## config.mk

```make
export PLATFORM = sky130hd
export DESIGN_NAME = spike_encoder
export DESIGN_NICKNAME = d
export VERILOG_FILES = /design/src/rtl/spike_encoder.sv
export SDC_FILE = /design/constraint.sdc
export NUM_CORES = 1
export LEC_CHECK = 0
export CORE_ASPECT_RATIO = 2
export CORE_UTILIZATION = 45
export CTS_CLUSTER_SIZE = 40
export DETAILED_ROUTE_END_ITERATION = 8
export GPL_TIMING_DRIVEN = 0
export PLACE_DENSITY = 0.68
export SYNTH_ARGS = -nofsm -noshare
export SYNTH_HDL_FRONTEND = slang
export SYNTH_SLANG_ARGS = --single-unit
export TNS_END_PERCENT = 50
```

## constraint.sdc

```tcl
create_clock -name clk -period 2.2 [get_ports clk]
set_input_delay 0.44 -clock clk [delete_from_list [all_inputs] [get_ports clk]]
set_output_delay 0.44 -clock clk [all_outputs]
set_load 0.02 [all_outputs]
```

## src/rtl/spike_encoder.sv

```systemverilog
// rtl/spike_encoder.sv - pixel stream to temporal spike-time encoder with double-buffered volleys
// Brighter pixels spike earlier; one volley plays out while the next image loads.
module spike_encoder #(
    parameter int NUM_SPIKES      = 16,
    parameter int LOG_TIME_PERIOD = 3,
    parameter int TIME_PERIOD     = 8,
    parameter int PIX_BITS        = 8,
    parameter int THRESH          = 64
) (
    input  logic                                         clk,
    input  logic                                         rst_l,
    input  logic                                         pix_valid,
    output logic                                         pix_ready,
    input  logic [PIX_BITS-1:0]                          pix_data,
    input  logic                                         pix_last,
    input  logic                                         train_in,
    output logic [LOG_TIME_PERIOD:0]                     time_val,
    output logic [NUM_SPIKES*(LOG_TIME_PERIOD+1)-1:0]    spike_times,
    output logic                                         training,
    output logic                                         volley_start,
    output logic                                         busy,
    output logic                                         err
);

    localparam int TW = LOG_TIME_PERIOD + 1;
    localparam int IW = (NUM_SPIKES > 1) ? $clog2(NUM_SPIKES) : 1;
    localparam logic [TW-1:0]       NO_SPIKE = {1'b1, {LOG_TIME_PERIOD{1'b0}}};
    localparam logic [TW-1:0]       T_LAST   = TW'(TIME_PERIOD - 1);
    localparam logic [IW-1:0]       IDX_LAST = IW'(NUM_SPIKES - 1);
    localparam logic [PIX_BITS-1:0] PIX_MAX  = {PIX_BITS{1'b1}};
    localparam logic [PIX_BITS-1:0] PIX_TH   = PIX_BITS'(THRESH);
    localparam logic [PIX_BITS-1:0] PIX_TCAP = PIX_BITS'(TIME_PERIOD - 1);

    typedef enum logic {
        S_IDLE,
        S_RUN
    } state_t;

    state_t                         r_state;
    state_t                         w_state_next;
    logic                           w_swap;

    logic [NUM_SPIKES-1:0][TW-1:0]  r_load;
    logic [NUM_SPIKES-1:0][TW-1:0]  r_active;
    logic                           r_load_train;
    logic                           r_active_train;
    logic [IW-1:0]                  r_idx;
    logic                           r_pending;
    logic                           r_err;
    logic [TW-1:0]                  r_time;
    logic                           r_volley_start;

    logic [PIX_BITS-1:0]            w_inv;
    logic [PIX_BITS-1:0]            w_coarse;
    logic [TW-1:0]                  w_code;
    logic                           w_hs;
    logic                           w_at_last;
    logic                           w_img_done;
    logic                           w_frame_err;

    // Darkness scaled down to the time field, saturating at the final slot
    always_comb begin
        w_inv    = PIX_MAX - pix_data;
        w_coarse = w_inv >> (PIX_BITS - LOG_TIME_PERIOD);
        w_code   = NO_SPIKE;
        if (pix_data >= PIX_TH) begin
            if (w_coarse > PIX_TCAP) begin
                w_code = {1'b0, T_LAST[LOG_TIME_PERIOD-1:0]};
            end else begin
                w_code = {1'b0, w_coarse[LOG_TIME_PERIOD-1:0]};
            end
        end
    end

    assign w_hs        = pix_valid & ~r_pending;
    assign w_at_last   = (r_idx == IDX_LAST);
    assign w_img_done  = w_hs & pix_last & w_at_last;
    assign w_frame_err = w_hs & (pix_last ^ w_at_last);

    always_ff @(posedge clk or negedge rst_l) begin
        if (!rst_l) begin
            r_state <= S_IDLE;
        end else begin
            r_state <= w_state_next;
        end
    end

    always_comb begin
        w_state_next = r_state;
        w_swap       = 1'b0;
        case (r_state)
            S_IDLE: begin
                if (r_pending) begin
                    w_swap       = 1'b1;
                    w_state_next = S_RUN;
                end
            end
            S_RUN: begin
                if (r_time == T_LAST) begin
                    if (r_pending) begin
                        w_swap = 1'b1;
                    end else begin
                        w_state_next = S_IDLE;
                    end
                end
            end
            default: w_state_next = S_IDLE;
        endcase
    end

    // Handshake and swap never coincide: one needs pending low, the other high
    always_ff @(posedge clk or negedge rst_l) begin
        if (!rst_l) begin
            r_load       <= {NUM_SPIKES{NO_SPIKE}};
            r_load_train <= 1'b0;
            r_idx        <= '0;
            r_pending    <= 1'b0;
            r_err        <= 1'b0;
        end else begin
            if (w_hs) begin
                r_load[r_idx] <= w_code;
                if (r_idx == '0) begin
                    r_load_train <= train_in;
                end
                if (w_img_done) begin
                    r_pending <= 1'b1;
                    r_idx     <= '0;
                end else if (w_frame_err) begin
                    r_err <= 1'b1;
                    r_idx <= '0;
                end else begin
                    r_idx <= r_idx + IW'(1);
                end
            end else if (w_swap) begin
                r_pending <= 1'b0;
            end
        end
    end

    always_ff @(posedge clk or negedge rst_l) begin
        if (!rst_l) begin
            r_active       <= {NUM_SPIKES{NO_SPIKE}};
            r_active_train <= 1'b0;
            r_time         <= T_LAST;
            r_volley_start <= 1'b0;
        end else begin
            r_volley_start <= w_swap;
            if (w_swap) begin
                r_active       <= r_load;
                r_active_train <= r_load_train;
                r_time         <= '0;
            end else if (r_state == S_RUN && r_time != T_LAST) begin
                r_time <= r_time + TW'(1);
            end
        end
    end

    assign pix_ready    = ~r_pending;
    assign time_val     = r_time;
    assign busy         = (r_state == S_RUN);
    assign spike_times  = busy ? r_active : {NUM_SPIKES{NO_SPIKE}};
    assign training     = busy & r_active_train;
    assign volley_start = r_volley_start;
    assign err          = r_err;

endmodule

```

==> flow_summary.toml <==
[synthesis]
avgSynthCellArea_um2 = 14.1
synth_fp_nets = 449
synth_cell_types = 33
synth_top_area_share = 0.440
postSynthCellCount = 431
netlist_top_cells_count = "mux2_2, dfrtp_1, and2_1, dfstp_2, nand2b_1"
synthFlopType = "dfrtp_1"
synthesis.area_um2 = 6090
yosysMostFrequentCell = "mux2_2"
yosysSeqAreaShare = 0.591
synthArstFlopShare = 1.00
synth_warnings = 0
ys_ff_latch = 142
synth.area.top_cells = "dfrtp_1, mux2_2, dfstp_2"
synth.largest_area_cell = "dfrtp_1"
synth_edf_count = 0

[critical_path]
startpoint = "busy"
crit_arrival_ns = 1.71
path_max_fanout = 10
crit_type = "register to output port"
crit_chain = "clkbuf_8 > buf_4 > and2_1 > clkdlybuf4s15_1"
rr_startpoint = "time_val[0]"
max_stage_delay_ns = 0.41
critPathCaptureType = "output port"
slowest_stage = "dfrtp_2"
start_kind = "register"
cp.required_ns = 1.76

[power_and_ir_drop]
peakVddDrop_v = 0.000588
cellPowerDensity_nw_per_um2 = 790
p_leak_nw = 3.65
total_power_mw = 6.03

[route]
via_per_inst = 5.15
drc = 4
first_pass_iters = 6
wl_um = 13100
dr.first_iter.drc_count = 141
ant_nets = 0
vias = 3604
routedWlPerCell_um = 18.7

[global_route]
grt-ovfl-total = 0
grt_pass1_wl_um = 21200
grt_max_degree = 109
grt_pass1_vias = 3952
gr-usage-all-layers = 0.204
antenna_found_initial = 0

[cts]
cts_buffer_depth = 2
clk_pin_slew_ns = 0.06
ctsHtreeMaxLevel = 4
cts_root_buf = "clkbuf_16"
clk_latency_ns = 0.42
cts_tree = "built"
cts_sinks = 142
cts_buffers = 17

[final_layout]
utilization = 0.584
layout.nets = 553
final_cells = 700
area_delta_synth_final_pct = 25.4
multi_input_area_um2 = 2330
fin_area_um2 = 7640
regArea_um2 = 3600
nFillCells = 1053
drive_above_1_share = 0.438
n_antenna_cell = 0

[timing]
fin_skew_ns = 0.00754
period_share = 0.977
hold_viol_final = 0
finalCriticalPeriod_ns = 2.15
slew_headroom = 0.486
timing.fmax_ghz = 0.465
maxSlewViolCount = 0
rsz0062_at_grt = "no"
finalSetupTns_ns = 0
tightest_slew_ns = 0.765
setup_viol = 0

[floorplan]
rows = 59
die_w_um = 84.2
ios = 86
dieArea_um2 = 14000
die_h_um = 166
initial_core_util = 0.466
core_um2 = 13100

[place]
place.gp.congestion = 0.835
placed_area_um2 = 7110
port_buffers = 80
dp_hpwl_um = 9220
dpl.cell_count = 664

[worst_hold_path]
hp-class = "input pin to async pin"

[run]
cap_violations = 0

[status]
violations = "DRC"
status = "complete, but fails checks"
-- final timing paths --
| path | to | slack, ns | depth (start not counted) |
|---|---|---|---|
| worst min-delay path | time_val[3] | 0.47 | 2 |
| max in group asynchronous | r_active[15] | 0.88 | 3 |
| worst max register to register | r_active[18] | 0.13 | 6 |
| worst min register to register | r_active[60] | 0.48 | 1 |
| min in group clk | r_active[60] | 0.48 | 1 |
| worst max-delay path | spike_times[48] | 0.05 | 4 |
-- sequential cells by signal, summed over array words and instances, names as in the netlist --
| signal | cells |
|---|---|
| busy | 1 |
| err | 1 |
| r_active | 64 |
| r_active_train | 1 |
| r_idx | 4 |
| r_load | 64 |
| r_load_train | 1 |
| r_pending | 1 |
| time_val | 4 |
| volley_start | 1 |
-- placed cells by master (no fill, tap or decap), drive strengths merged, types with 2 or more instances in the layout --
| cell type | synthesis | routed |
|---|---|---|
| mux2 | 131 | 131 |
| dfrtp | 107 | 107 |
| and2 | 49 | 49 |
| clkbuf | 11 | 46 |
| dfstp | 35 | 35 |
| dlygate4sd2 | 0 | 28 |
| nand2b | 20 | 20 |
| clkdlybuf4s15 | 0 | 17 |
| buf | 11 | 17 |
| nor2 | 16 | 16 |
| clkdlybuf4s50 | 0 | 13 |
| nand2 | 8 | 8 |
| inv | 3 | 8 |
| nand3b | 7 | 7 |
| clkinv | 0 | 6 |
| nand3 | 5 | 5 |
| ha | 5 | 5 |
| nor2b | 4 | 4 |
| o22ai | 3 | 3 |
| or3 | 3 | 3 |
| dlymetal6s2s | 0 | 3 |
| mux2i | 2 | 2 |
| o21ai | 2 | 2 |
| clkinvlp | 0 | 2 |
| a21oi | 2 | 2 |
-- where the power goes --
group	switching (mW)	total (mW)	internal [mW]
Clock	1.14	2.74	1.60
Combinational	0.171	0.371	0.201
Sequential	0.0910	2.92	2.82
-- logic make-up (layout without fill, tap and decap cells) --
kind of cell	count (synthesis)	after routing	share of synthesized area
DFF	142	142	0.591
muxes	133	133	0.249
and+or+nand+nor	115	115	0.111
buffers and inverters	25	142	0.0255
AOI/OAI and AO/OA	9	9	0.0111
adders and majority gates	5	5	0.0103
xor gates and xnor gates	2	2	0.00288
-- metal layers --
layer,GRT usage,vias to the layer above,part of all wire
li1,-,1679,-
met1,0.222,1847,0.38
met2,0.382,64,0.58
met3,0.0362,14,0.028
met4,0.0817,0,0.013
met5,0,-,0
-- through the flow --
step	hold WS (ns)	worst slack [ns]
after floorplan	0.144	0.304
after global placement	0.467	-4.53
after detailed placement	0.358	-0.726
after CTS	0.472	0.000767
after global routing	0.495	0.00141
final	0.473	0.0515
-- what timing repair did --
| action | CTS | global route |
|---|---|---|
| setup endpoints to repair | 66 | 39 |
| hold buffers | 1 | 0 |
| endpoints found under the hold margin | 33 | 0 |
| buffers inserted | 3 | 0 |
| gates resized for setup | 84 | 51 |
| pin swaps | 0 | 0 |
-- worst max-delay path: cells and delay by family, from the launching register on --
| kind | cells | cell delay [ns] |
|---|---|---|
| and+or+nand+nor | 1 | 0.15 |
| buffers and inverters | 3 | 0.72 |
| DFF | 1 | 0.41 |
-- layout make-up --
type,instances,share of cell area
plain buffers,22,0.0224
clock buffers,18,0.0575
repair buffers,85,0.0993
inverters,3,0.00147
flip-flops and latches,142,0.471
clock inverters,14,0.0174
multi-input cells,264,0.306
well taps,152,0.0249
No activity file was read; power rests on OpenSTA's default activity.
